$ cat src/rtl/stack_seq_pkg.sv
`default_nettype none
// ============================================================================
// stack_seq_pkg : shared types and constants for the stack sequencer
// Rev 1.0
// ============================================================================
package stack_seq_pkg;

  localparam int PC_W   = 32;
  localparam int DATA_W = 16;
  localparam int FLAG_W = 3;

  localparam logic [PC_W-1:0] DEF_INT_VECTOR = 32'h0000_0010;

  // Stack beats per transfer: PC halves, plus the flag word for INT/RTI.
  localparam int CALL_BEATS = 2;
  localparam int RET_BEATS  = 2;
  localparam int INT_BEATS  = 3;
  localparam int RTI_BEATS  = 3;

  typedef enum logic [3:0] {
    ST_IDLE    = 4'd0,
    ST_PUSH_FL = 4'd1,
    ST_PUSH_HI = 4'd2,
    ST_PUSH_LO = 4'd3,
    ST_POP_LO  = 4'd4,
    ST_POP_HI  = 4'd5,
    ST_POP_FL  = 4'd6,
    ST_CAP_HI  = 4'd7,
    ST_CAP_FL  = 4'd8,
    ST_JUMP    = 4'd9
  } state_t;

  typedef enum logic [1:0] {
    OP_CALL = 2'd0,
    OP_RET  = 2'd1,
    OP_INT  = 2'd2,
    OP_RTI  = 2'd3
  } op_t;

endpackage
`default_nettype wire

$ cat src/rtl/stack_seq_fsm.sv
`default_nettype none
// ============================================================================
// stack_seq_fsm : beat sequencer state, request arbitration, pending interrupt
// Rev 1.0   (interrupt/RTI support under STACK_SEQ_INT_EN)
// ============================================================================
module stack_seq_fsm
  import stack_seq_pkg::*;
(
  input  logic   clk,
  input  logic   reset,
  input  logic   i_call_req,
  input  logic   i_ret_req,
  input  logic   i_rti_req,
  input  logic   i_int_req,
  output logic   o_accept,
  output state_t o_state,
  output op_t    o_op
);

  state_t r_state;
  op_t    r_op;
  op_t    w_acc_op;
  logic   w_accept;
  logic   w_int;
  logic   w_rti;
  logic   w_ret;

`ifdef STACK_SEQ_INT_EN
  logic r_pend;
  assign w_int = i_int_req | r_pend;
  assign w_rti = i_rti_req;
  assign w_ret = i_ret_req;
`else
  logic w_unused;
  assign w_int    = 1'b0;
  assign w_rti    = 1'b0;
  assign w_ret    = i_ret_req | i_rti_req;
  assign w_unused = i_int_req;
`endif

  always_comb begin
    w_accept = 1'b0;
    w_acc_op = OP_CALL;
    if (r_state == ST_IDLE && !reset) begin
      if (w_int) begin
        w_accept = 1'b1;
        w_acc_op = OP_INT;
      end else if (w_rti) begin
        w_accept = 1'b1;
        w_acc_op = OP_RTI;
      end else if (w_ret) begin
        w_accept = 1'b1;
        w_acc_op = OP_RET;
      end else if (i_call_req) begin
        w_accept = 1'b1;
        w_acc_op = OP_CALL;
      end
    end
  end

  always_ff @(posedge clk) begin
    if (reset) begin
      r_state <= ST_IDLE;
      r_op    <= OP_CALL;
`ifdef STACK_SEQ_INT_EN
      r_pend  <= 1'b0;
`endif
    end else begin
`ifdef STACK_SEQ_INT_EN
      // Interrupts arriving mid-sequence wait here for the next IDLE cycle.
      if (w_accept && w_acc_op == OP_INT)
        r_pend <= 1'b0;
      else if (i_int_req && r_state != ST_IDLE)
        r_pend <= 1'b1;
`endif
      case (r_state)
        ST_IDLE: begin
          if (w_accept) begin
            r_op <= w_acc_op;
            case (w_acc_op)
              OP_CALL: r_state <= ST_PUSH_HI;
`ifdef STACK_SEQ_INT_EN
              OP_INT:  r_state <= ST_PUSH_FL;
`endif
              default: r_state <= ST_POP_LO;
            endcase
          end
        end
`ifdef STACK_SEQ_INT_EN
        ST_PUSH_FL: r_state <= ST_PUSH_HI;
        ST_POP_HI:  r_state <= (r_op == OP_RTI) ? ST_POP_FL : ST_CAP_HI;
        ST_POP_FL:  r_state <= ST_CAP_FL;
        ST_CAP_FL:  r_state <= ST_JUMP;
`else
        ST_POP_HI:  r_state <= ST_CAP_HI;
`endif
        ST_PUSH_HI: r_state <= ST_PUSH_LO;
        ST_PUSH_LO: r_state <= ST_JUMP;
        ST_POP_LO:  r_state <= ST_POP_HI;
        ST_CAP_HI:  r_state <= ST_JUMP;
        default:    r_state <= ST_IDLE;
      endcase
    end
  end

  assign o_accept = w_accept;
  assign o_state  = r_state;
  assign o_op     = r_op;

endmodule
`default_nettype wire

$ cat src/rtl/stack_sequencer.sv
`default_nettype none
// ============================================================================
// stack_sequencer : CALL/RET/INT/RTI stack beat controller with pipeline stall
// Rev 1.0   (interrupt/RTI support under STACK_SEQ_INT_EN)
// ============================================================================
module stack_sequencer
  import stack_seq_pkg::*;
#(
  parameter logic [PC_W-1:0] INT_VECTOR = DEF_INT_VECTOR
) (
  input  logic              clk,
  input  logic              reset,
  input  logic              call_req,
  input  logic              ret_req,
  input  logic              rti_req,
  input  logic              int_req,
  input  logic [PC_W-1:0]   pc_in,
  input  logic [PC_W-1:0]   target_pc,
  input  logic [FLAG_W-1:0] flags_in,
  input  logic [DATA_W-1:0] pop_data,
  output logic              mem_push,
  output logic              mem_pop,
  output logic [DATA_W-1:0] push_data,
  output logic              stall,
  output logic              pc_load,
  output logic [PC_W-1:0]   pc_out,
  output logic              flags_restore_en,
  output logic [FLAG_W-1:0] flags_out,
  output logic              busy
);

  logic   w_accept;
  state_t w_state;
  op_t    w_op;

  logic [PC_W-1:0]   r_pc;
  logic [PC_W-1:0]   r_target;
  logic [DATA_W-1:0] r_lo;
  logic [PC_W-1:0]   r_pc_out;

  stack_seq_fsm u_fsm (
    .clk        (clk),
    .reset      (reset),
    .i_call_req (call_req),
    .i_ret_req  (ret_req),
    .i_rti_req  (rti_req),
    .i_int_req  (int_req),
    .o_accept   (w_accept),
    .o_state    (w_state),
    .o_op       (w_op)
  );

`ifdef STACK_SEQ_INT_EN
  logic [FLAG_W-1:0] r_flags;
  logic [DATA_W-1:0] r_hi;
  logic [FLAG_W-1:0] r_flags_out;

  assign mem_push = (w_state == ST_PUSH_FL) | (w_state == ST_PUSH_HI) |
                    (w_state == ST_PUSH_LO);
  assign mem_pop  = (w_state == ST_POP_LO) | (w_state == ST_POP_HI) |
                    (w_state == ST_POP_FL);
  assign flags_restore_en = (w_state == ST_JUMP) && (w_op == OP_RTI);
  assign flags_out        = r_flags_out;
`else
  logic w_unused;
  assign mem_push = (w_state == ST_PUSH_HI) | (w_state == ST_PUSH_LO);
  assign mem_pop  = (w_state == ST_POP_LO) | (w_state == ST_POP_HI);
  assign flags_restore_en = 1'b0;
  assign flags_out        = '0;
  assign w_unused         = ^flags_in;
`endif

  assign busy    = (w_state != ST_IDLE);
  assign stall   = busy | w_accept;
  assign pc_load = (w_state == ST_JUMP);
  assign pc_out  = r_pc_out;

  always_comb begin
    push_data = '0;
    case (w_state)
`ifdef STACK_SEQ_INT_EN
      ST_PUSH_FL: push_data = {{(DATA_W-FLAG_W){1'b0}}, r_flags};
`endif
      ST_PUSH_HI: push_data = r_pc[PC_W-1:DATA_W];
      ST_PUSH_LO: push_data = r_pc[DATA_W-1:0];
      default:    ;
    endcase
  end

  // pc_out/flags_out are loaded in the beat before JUMP so they are valid with pc_load.
  always_ff @(posedge clk) begin
    if (reset) begin
      r_pc        <= '0;
      r_target    <= '0;
      r_lo        <= '0;
      r_pc_out    <= '0;
`ifdef STACK_SEQ_INT_EN
      r_flags     <= '0;
      r_hi        <= '0;
      r_flags_out <= '0;
`endif
    end else begin
      if (w_accept) begin
        r_pc     <= pc_in;
        r_target <= target_pc;
`ifdef STACK_SEQ_INT_EN
        r_flags  <= flags_in;
`endif
      end
      case (w_state)
        ST_PUSH_LO: r_pc_out <= (w_op == OP_INT) ? INT_VECTOR : r_target;
        ST_POP_HI:  r_lo     <= pop_data;
        ST_CAP_HI:  r_pc_out <= {pop_data, r_lo};
`ifdef STACK_SEQ_INT_EN
        ST_POP_FL:  r_hi     <= pop_data;
        ST_CAP_FL: begin
          r_pc_out    <= {r_hi, r_lo};
          r_flags_out <= pop_data[FLAG_W-1:0];
        end
`endif
        default:    ;
      endcase
    end
  end

endmodule
`default_nettype wire

$ cat config.mk
export PLATFORM = sky130hd
export DESIGN_NAME = stack_sequencer
export DESIGN_NICKNAME = d
export VERILOG_FILES = /design/src/rtl/stack_seq_pkg.sv /design/src/rtl/stack_seq_fsm.sv /design/src/rtl/stack_sequencer.sv
export SDC_FILE = /design/constraint.sdc
export NUM_CORES = 1
export LEC_CHECK = 0
export BUFFER_PORTS_ARGS = -buffer_cell sky130_fd_sc_hd__buf_2
export CAP_MARGIN = 20
export CORE_MARGIN = 4
export CORE_UTILIZATION = 33
export CTS_CLUSTER_DIAMETER = 30
export DETAILED_ROUTE_END_ITERATION = 12
export MAX_ROUTING_LAYER = met4
export PLACE_DENSITY = 0.66
export SYNTH_ARGS = -nofsm -noshare
export SYNTH_HDL_FRONTEND = slang
export SYNTH_SLANG_ARGS = --single-unit
export TNS_END_PERCENT = 20
$ cat constraint.sdc
create_clock -name clk -period 4.2 [get_ports clk]
set_input_delay 0.42 -clock clk [delete_from_list [all_inputs] [get_ports clk]]
set_output_delay 0.42 -clock clk [all_outputs]
set_load 0.01 [all_outputs]
==> run_results.csv, run 1 <==
group,metric,value,unit
finish,synthToLayoutAreaGrowth,23.5,%
clocking,cts_setup_buffers,0,
die,die_h,133,um
clocking,clock_latency,0.41,ns
critical_path,required,3.78,ns
finish,final_cell_mix,"buf_2, dfxtp_1, a21oi_1, nand3b_1, nor2_1",
routing,viasPerCell,5.03,
clocking,h-tree-depth,4,
critical_path,cpMaxStageDelayCell,"buf_4",
routing,detail_route.iter0.violations,213,
routing,dr_total_vias,4420,
die,start_util,33.7,%
global_routing,grt_pass1_wl,22.2,mm
clocking,cts.sink_count,116,
clocking,clock_path_buffers,2,
die,core_area,15200,um^2
finish,nNetsFinal,769,
routing,ant_nets,0,
sta,slew_viol_final,0,
global_routing,grt_use_total,16.5,%
yosys,synthCells,577,
sta,finClkSkew,0.00711,ns
yosys,synth.yosys.seq_area_share,45.4,%
critical_path,crit_path_max_incr_delay,0.63,ns
placement,gp_congestion,0.779,
critical_path,critPathKind,"reg2out",
yosys,netlist.area_leader.share,45.4,%
clocking,clkTransAtPathRegs,0.05,ns
sta,fmaxAchievable,372,MHz
yosys,syn_area_per_cell,8.87,um^2
sta,slew_headroom,47.1,%
placement,io_buffers,137,
clocking,cts_resized,0,
finish,final_common_cell,"buf_2",
finish,fin_util,41.6,%
yosys,synth_area,5120,um^2
critical_path,start_kind,"register",
clocking,cts-hold-fix-buffers,0,
yosys,synth_top_cell_by_area,"dfxtp_1",
routing,firstDrtPassIters,5,
die,die_area,17600,um^2
critical_path,path_cells,"buf_4 -> nor4_4 -> buf_4 -> o21ai_0 -> buf_2",
clocking,cts-root-buf,"clkbuf_16",
global_routing,grt_pass1_vias,4215,
critical_path,arrival,2.27,ns
sta,final.min_clock_period,2.69,ns
yosys,synth_cell_types,30,
die,fp.dieW,133,um
sta,rsz0062_at_grt,"no",
worst_hold_path,hold_class,"in2reg",
yosys,yosys_warnings,0,
yosys,ys_top_cells_by_area,"dfxtp_1, mux2i_1, nand3b_1",
die,fp-row-count,45,
finish,layout-drive-gt1-share,26.1,%
clocking,cts_tree,"done",
placement,dpl.hpwl,9.18,mm
global_routing,antenna_found_initial,1,
clocking,cts_made_buffers,17,
power,ir_drop,286,uV
routing,wl,14.2,mm
sta,hold_violations,0,
critical_path,crit_path_end_kind,"primary output",
routing,wl_per_cell,16.1,um
critical_path,cp_common_cell,"buf_4",
global_routing,grt_overflow,0,
flow_run,cap_viol_max_count,0,
die,io_pins,146,
sta,setup_violations,0,
sta,setup_tns,0,ns
routing,drc,0,
outcome,outcome,"complete, no violations",
sta,finalCritPeriodShare,64.0,%
yosys,synth_seq_cells,116,
critical_path,critPathMaxFanout,65,
global_routing,grt_max_degree,74,
power,leakage,2.48,nW
power,cellPowerDensity,486,nW/um^2
sta,tightest_slew,0.788,ns
-- cell families after synthesis --
family,Yosys count,synth area share [%]
multiplexers,48,9.39
buffers and inverters,69,8.00
other,1,0.0733
AO/OA/AOI/OAI,180,19.2
AND/OR/NAND/NOR,163,17.9
flip-flops,116,45.4
-- final timing paths --
kind,startpoint,to,slack [ns],cells past startpoint
worst min register to register,r_lo[15],r_lo[15],0.46,2
worst min-delay path,pc_in[17],r_pc[17],0.26,3
worst max register to register,u_fsm.o_state[2],r_lo[3],1.87,4
worst max-delay path,u_fsm.o_state[0],stall,1.51,5
-- cell usage after synthesis, drive strengths merged --
cell,n
dfxtp,116
a21oi,81
o21ai,66
nand3b,64
nor2,52
mux2i,48
buf,38
nand2,34
a211oi,32
clkbuf,29
inv,2
nor3,2
nor4,2
and3,1
and3b,1
and4bb,1
conb,1
nand4bb,1
nor2b,1
nor3b,1
nor4b,1
o21a,1
or3b,1
or4,1
-- metrics by stage --
stage               power [mW]  cells  hold WS [ns]  setup WS, ns  area (um^2)
floorplan                 1.61    580         0.436          2.45         5130
global placement          1.71    847         0.445          1.79         5730
global route              3.21    878         0.256          1.35         6320
finish                    3.07    878         0.265          1.51         6320
CTS                       3.11    876         0.244          1.45         6290
detailed placement        1.72    848         0.448          1.85         5740
-- layout make-up --
cell class,instances,area (um^2)
tap,188,235
clock buffer,22,474
clock inverter,6,80.1
antenna,1,2.50
sequential,116,2320
fill,1598,8880
timing repair buffer,148,795
multi-input combinational,395,2400
inverter,2,7.51
-- registers in the layout, indices dropped and copies added (netlist names) --
name,cells
r_pc,32
r_target,32
r_lo,16
pc_out,32
u_fsm.o_state,4
-- power breakdown --
| group | switching, mW | internal, mW |
|---|---|---|
| registers | 0.0511 | 1.19 |
| logic | 0.271 | 0.179 |
| clock network | 0.483 | 0.901 |
| total | 0.806 | 2.27 |
-- worst max-delay path, delay by kind of cell (launching register included) --
family          cells  cell delay, ns
compound gates      1            0.18
flops               1            0.29
buf+inv             3            1.05
simple gates        1            0.32
-- per-layer routing --
layer	share of wire (%)	vias to the layer above	GRT usage, %
met3	5.8	13	5.06
met1	47	2047	21.5
met5	0	-	-
met4	1.1	0	5.54
li1	-	2238	-
met2	46	122	24.5
Note: power is estimated with default switching activity, not from simulation.
==> run 2: changes to the inputs <==
Settings changed: ABC_AREA set to 1, PLACE_DENSITY 0.66 to 0.68.
Clock period 4.2 ns to 2.4 ns, I/O delays scaled along.
==> run 2 against run 1 <==
Largest cell class is now flip-flops and latches. Die area shrank 3.0%. Critical path depth is the same. Cell area grew 0.14%. Power grew 120%.
==> run_results.csv, run 2 <==
group,metric,value,unit
outcome,outcome,"complete, no violations",
sta,final.min_clock_period,2.25,ns
die,die_area,17000,um^2
routing,ant_nets,0,
finish,final_cell_mix,"nand2_1, buf_2, dfxtp_1, nor2_1, inv_1",
yosys,synth_top_cell_by_area,"dfxtp_1",
yosys,syn_area_per_cell,7.17,um^2
yosys,synthCells,691,
routing,dr_total_vias,4539,
routing,firstDrtPassIters,4,
sta,setup_tns,0,ns
sta,finalCritPeriodShare,93.8,%
finish,synthToLayoutAreaGrowth,27.7,%
worst_hold_path,hold_class,"in2reg",
critical_path,worstReg2RegStart,"u_fsm.o_state[2]",
yosys,synthAdderAreaFrac,0,%
placement,place_inst,978,
finish,stdcell_area,6330,um^2
yosys,synthMuxAreaShare,0,%
yosys,synth_common_cells,"nand2_1, dfxtp_1, nor2_1",
placement,gp_congestion,0.827,
clocking,cts_resized,0,
routing,wl,13.5,mm
die,core_area,14600,um^2
critical_path,crit_path_end_kind,"primary output",
sta,fmaxAchievable,444,MHz
clocking,cts-hold-fix-buffers,0,
routing,drc,0,
worst_hold_path,hold_start,"target_pc[22]",
clocking,cts_made_buffers,17,
clocking,cts.sink_count,116,
yosys,synth_edf_count,0,
critical_path,cpMaxStageDelayCell,"dfxtp_1",
power,pwr-share-clk,41.8,%
global_routing,grt_use_total,16.7,%
flow_run,cap_viol_max_count,0,
finish,nFillCells,1495,
yosys,synth_area,4960,um^2
power,ir_drop,620,uV
yosys,yosys_warnings,0,
clocking,clkTransAtPathRegs,0.06,ns
clocking,cts_setup_buffers,0,
critical_path,required,2.16,ns
die,fp-row-count,44,
placement,dpl.hpwl,9.26,mm
sta,tightest_slew,0.751,ns
power,leakage,3.14,nW
die,io_pins,146,
critical_path,crit_path_max_incr_delay,0.44,ns
placement,post_dp_cell_area,5670,um^2
global_routing,grt_overflow,0,
critical_path,crit_start,"u_fsm.o_state[1]",
clocking,cts_tree,"done",
sta,finClkSkew,0.00673,ns
power,seqPwrFrac,36.3,%
routing,wl_per_cell,13.3,um
sta,rsz0062_at_grt,"no",
clocking,clock_latency,0.41,ns
sta,slew_headroom,49.9,%
clocking,clock_path_buffers,2,
power,p_comb_share,21.9,%
routing,top_layer,"met4",
sta,slew_viol_final,0,
power,swShare,29.5,%
global_routing,grt_pass1_wl,21.4,mm
power,power_switching,1.97,mW
critical_path,critPathKind,"reg2out",
yosys,synth-simple-area-share,25.7,%
global_routing,antenna_found_initial,1,
routing,met3WireLength,691,um
global_routing,grt_max_degree,67,
power,cellPowerDensity,1060,nW/um^2
yosys,netlist.area_leader.share,46.9,%
sta,setup_violations,0,
yosys,ys_top_cells_by_area,"dfxtp_1, nand2_1, nor2_1",
yosys,synth_top_family_by_area,"simple AND/OR/NAND/NOR gates",
critical_path,path_cells,"nand2_1 -> nor2_4 -> nand2_4 -> o22ai_1 -> buf_2",
yosys,synth_seq_cells,116,
yosys,async_flop_share,0,%
routing,wl_met2,6.06,mm
finish,nNetsFinal,902,
yosys,synth.yosys.seq_area_share,46.9,%
clocking,h-tree-depth,4,
critical_path,arrival,2.01,ns
finish,final_common_cell,"nand2_1",
power,p_total,6.68,mW
die,die_h,131,um
power,p_int,4.71,mW
sta,hold_violations,0,
placement,io_buffers,137,
yosys,synth_compound_area_share,15.2,%
routing,viasPerCell,4.49,
finish,layout-drive-gt1-share,24.4,%
routing,detail_route.iter0.violations,234,
yosys,ys.flop_type,"dfxtp_1",
finish,final_cell_count_no_fill,1010,
die,fp.dieW,131,um
routing,drt-met1-wl,6.43,mm
critical_path,start_kind,"register",
clocking,cts-root-buf,"clkbuf_16",
critical_path,critPathMaxFanout,18,
yosys,yosysMostFrequentCell,"nand2_1",
die,start_util,33.8,%
yosys,synth_xor_area_share,0,%
global_routing,grt_pass1_vias,4258,
yosys,synth_cell_types,26,
==> run 2: worst max-delay path: cells and delay by family, from the launching register on <==
family | cells | cell delay [ns]
AND/OR/NAND/NOR | 3 | 0.73
flip-flops | 1 | 0.44
AO/OA/AOI/OAI | 1 | 0.25
buffers and inverters | 1 | 0.19
==> run 2: path summary, 6_finish.rpt <==
path                         to  slack [ns]  cells past startpoint
setup / recovery  push_data[14]        0.15                      5
hold / removal     r_target[22]        0.02                      3
setup reg to reg       r_lo[11]        0.64                      6
hold reg to reg        r_lo[12]        0.48                      2
==> run 2: power by group through the flow <==
stage	registers [mW]	clock network, mW	logic, mW
2_1_floorplan	2.45	0	1.11
3_3_place_gp	2.46	0	1.46
3_5_place_dp	2.46	0	1.47
4_1_cts	2.43	2.85	1.49
5_1_grt	2.46	2.94	1.68
6_report	2.43	2.79	1.46
==> run 2: per-layer routing <==
| metal | GRT usage (%) | vias up |
|---|---|---|
| met5 | - | - |
| met3 | 4.51 | 16 |
| met1 | 21.5 | 1998 |
| met4 | 6.11 | 0 |
| li1 | - | 2402 |
| met2 | 25.1 | 123 |
==> run 2: kinds of logic after synthesis <==
group,Yosys count
AOI/OAI and AO/OA,128
buffers and inverters,126
DFF,116
other,1
and+or+nand+nor,320
==> run 2: per-stage QoR <==
| stage | utilization, % | hold WS [ns] | worst slack (ns) |
|---|---|---|---|
| after global routing | 43.2 | 0.0130 | 0.0141 |
| final | 43.2 | 0.0206 | 0.148 |
| after detailed placement | 38.7 | 0.438 | 0.613 |
| after floorplan | - | 0.350 | 1.03 |
| after CTS | 43.2 | 0.00187 | 0.118 |
| after global placement | 38.7 | 0.437 | 0.599 |
==> run 2: cell type report <==
class,instances,area (um^2),area share (%)
diodes,1,2.50,0.0395
clock buffers,20,457,7.21
clock inverters,11,198,3.12
inverters,79,297,4.68
multi-input cells,452,2050,32.4
flip-flops and latches,116,2320,36.7
well taps,184,230,3.64
repair buffers,147,773,12.2
==> run 3: changes to the inputs <==
--- a/config.mk
+++ b/config.mk
@@ -11,5 +11,5 @@
 export CORE_MARGIN = 4
 export CORE_UTILIZATION = 33
-export CTS_CLUSTER_DIAMETER = 30
+export CTS_BUF_LIST = sky130_fd_sc_hd__clkbuf_4 sky130_fd_sc_hd__clkbuf_8 sky130_fd_sc_hd__clkbuf_16
 export DETAILED_ROUTE_END_ITERATION = 12
 export MAX_ROUTING_LAYER = met4
==> constraint.sdc (replaced) <==
create_clock -name clk -period 2.4 [get_ports clk]
set_input_delay 0.48 -clock clk [delete_from_list [all_inputs] [get_ports clk]]
set_output_delay 0.48 -clock clk [all_outputs]
set_load 0.01 [all_outputs]
==> run 3 against run 2 <==
Register-to-register slack gained 0.13 ns. Clock power shrank 3%. Global-route usage grew 0.29 points. Maximum frequency grew 0.38%. Count of clock-buffer cells in the layout is the same. Sequential share of layout area is essentially flat. Clock skew grew 0.0017 ns. First-iteration DRC count grew 15%. Worst setup slack gained 0.0085 ns. Via count grew 1.4%. Critical path type unchanged. Critical endpoint is now stall. Largest power group unchanged. Highest routed layer unchanged.
==> run_results.csv, run 3 (same netlist as run 2, synthesis figures left out) <==
group,metric,value,unit
outcome,outcome,"complete, no violations",
die,start_util,33.8,%
routing,detail_route.iter0.violations,270,
flow_run,cap_viol_max_count,0,
critical_path,critPathMaxFanout,14,
clocking,cts.sink_count,116,
critical_path,start_kind,"register",
worst_hold_path,hold_class,"in2reg",
clocking,cts-hold-fix-buffers,0,
clocking,cts_tree,"done",
finish,nNetsFinal,903,
clocking,clkTransAtPathRegs,0.06,ns
clocking,cts_resized,0,
routing,wl_per_cell,13.5,um
power,ir_drop,569,uV
die,die_h,131,um
finish,nFillCells,1525,
sta,rsz0062_at_grt,"no",
clocking,cts_made_buffers,17,
finish,final_cell_mix,"nand2_1, buf_2, dfxtp_1, nor2_1, inv_1",
sta,fmaxAchievable,446,MHz
placement,place_inst,979,
sta,finalCritPeriodShare,93.5,%
routing,ant_nets,0,
finish,layout-drive-gt1-share,24.7,%
sta,slew_headroom,51.3,%
power,cellPowerDensity,1050,nW/um^2
die,fp-row-count,44,
die,die_area,17000,um^2
global_routing,grt_use_total,16.9,%
critical_path,path_cells,"nor2_8 -> nand2_2 -> inv_2 -> nand3_2 -> nand2_1 -> buf_2",
clocking,h-tree-depth,4,
global_routing,grt_pass1_wl,21.6,mm
placement,gp_congestion,0.778,
clocking,clock_latency,0.41,ns
critical_path,cpMaxStageDelayCell,"dfxtp_1",
clocking,cts_setup_buffers,0,
critical_path,critPathTopFamily,"simple AND/OR/NAND/NOR gates",
finish,diodes,0,
sta,final.min_clock_period,2.24,ns
critical_path,crit_buf_inv,2,
sta,hold_violations,0,
clocking,cts-root-buf,"clkbuf_16",
die,fp.dieW,131,um
finish,final_common_cell,"nand2_1",
global_routing,antenna_found_initial,0,
critical_path,critPathKind,"reg2out",
finish,multi_input_comb_area,2050,um^2
critical_path,crit_path_max_incr_delay,0.39,ns
sta,setup_violations,0,
power,leakage,3.15,nW
routing,viasPerCell,4.55,
routing,drc,0,
die,core_area,14600,um^2
critical_path,crit_path_end_kind,"primary output",
die,io_pins,146,
finish,final_cell_count_no_fill,1011,
placement,dpl.hpwl,9.25,mm
finish,synthToLayoutAreaGrowth,27.8,%
sta,finClkSkew,0.00838,ns
global_routing,grt_max_degree,67,
sta,setup_tns,0,ns
sta,tightest_slew,0.731,ns
routing,dr_total_vias,4601,
global_routing,grt_pass1_vias,4307,
placement,io_buffers,137,
routing,wl,13.6,mm
sta,slew_viol_final,0,
global_routing,grt_overflow,0,
critical_path,arrival,1.76,ns
finish,seq_area,2320,um^2
routing,firstDrtPassIters,5,
clocking,clock_path_buffers,2,
critical_path,required,1.92,ns
==> run 3: metrics by stage <==
step	power, mW	setup slack [ns]	hold slack [ns]	util [%]	area (um^2)
after floorplan	3.56	0.793	0.455	-	4970
after global placement	3.94	0.510	0.465	38.9	5690
after detailed placement	3.96	0.522	0.475	38.9	5690
after CTS	6.70	0.121	0.249	43.3	6340
after global routing	7.01	0.0320	0.262	43.3	6340
final	6.64	0.156	0.268	43.3	6340
==> run 3: power breakdown <==
| part | total (mW) | internal, mW | switching [mW] |
|---|---|---|---|
| clock network | 2.72 | 1.82 | 0.903 |
| registers | 2.43 | 2.27 | 0.155 |
| logic | 1.49 | 0.551 | 0.935 |
==> run 3: routing by layer <==
layer | vias to the layer above | share of wire, % | track usage, %
met5 | - | 0 | -
met4 | 0 | 1.5 | 5.69
met3 | 16 | 5.4 | 4.19
met2 | 136 | 46 | 26.4
met1 | 2048 | 47 | 21.6
li1 | 2401 | - | -
==> run 3: path summary, 6_finish.rpt <==
check / start / to / slack (ns) / cells past startpoint
max: u_fsm.o_state[3] / stall / 0.16 / 6
min: pc_in[31] / r_pc[31] / 0.27 / 3
max reg2reg: u_fsm.o_state[3] / r_pc[28] / 0.77 / 7
min reg2reg: r_lo[15] / r_lo[15] / 0.48 / 2
==> run 3: worst reg2reg max path: stages, from the launching register on <==
cell	delay [ns]
dfxtp_1	0.39
nor2_8	0.16
nand2_2	0.09
inv_2	0.07
nand3_2	0.32
buf_12	0.34
nand2_1	0.10
nand2_1	0.05
==> run 3: final cells by class <==
type                    count  area share, %
inverters                  79           4.68
clock inverters            12           2.78
flip-flops and latches    116           36.7
clock buffers              20           7.37
multi-input cells         452           32.4
well taps                 184           3.63
repair buffers            148           12.5
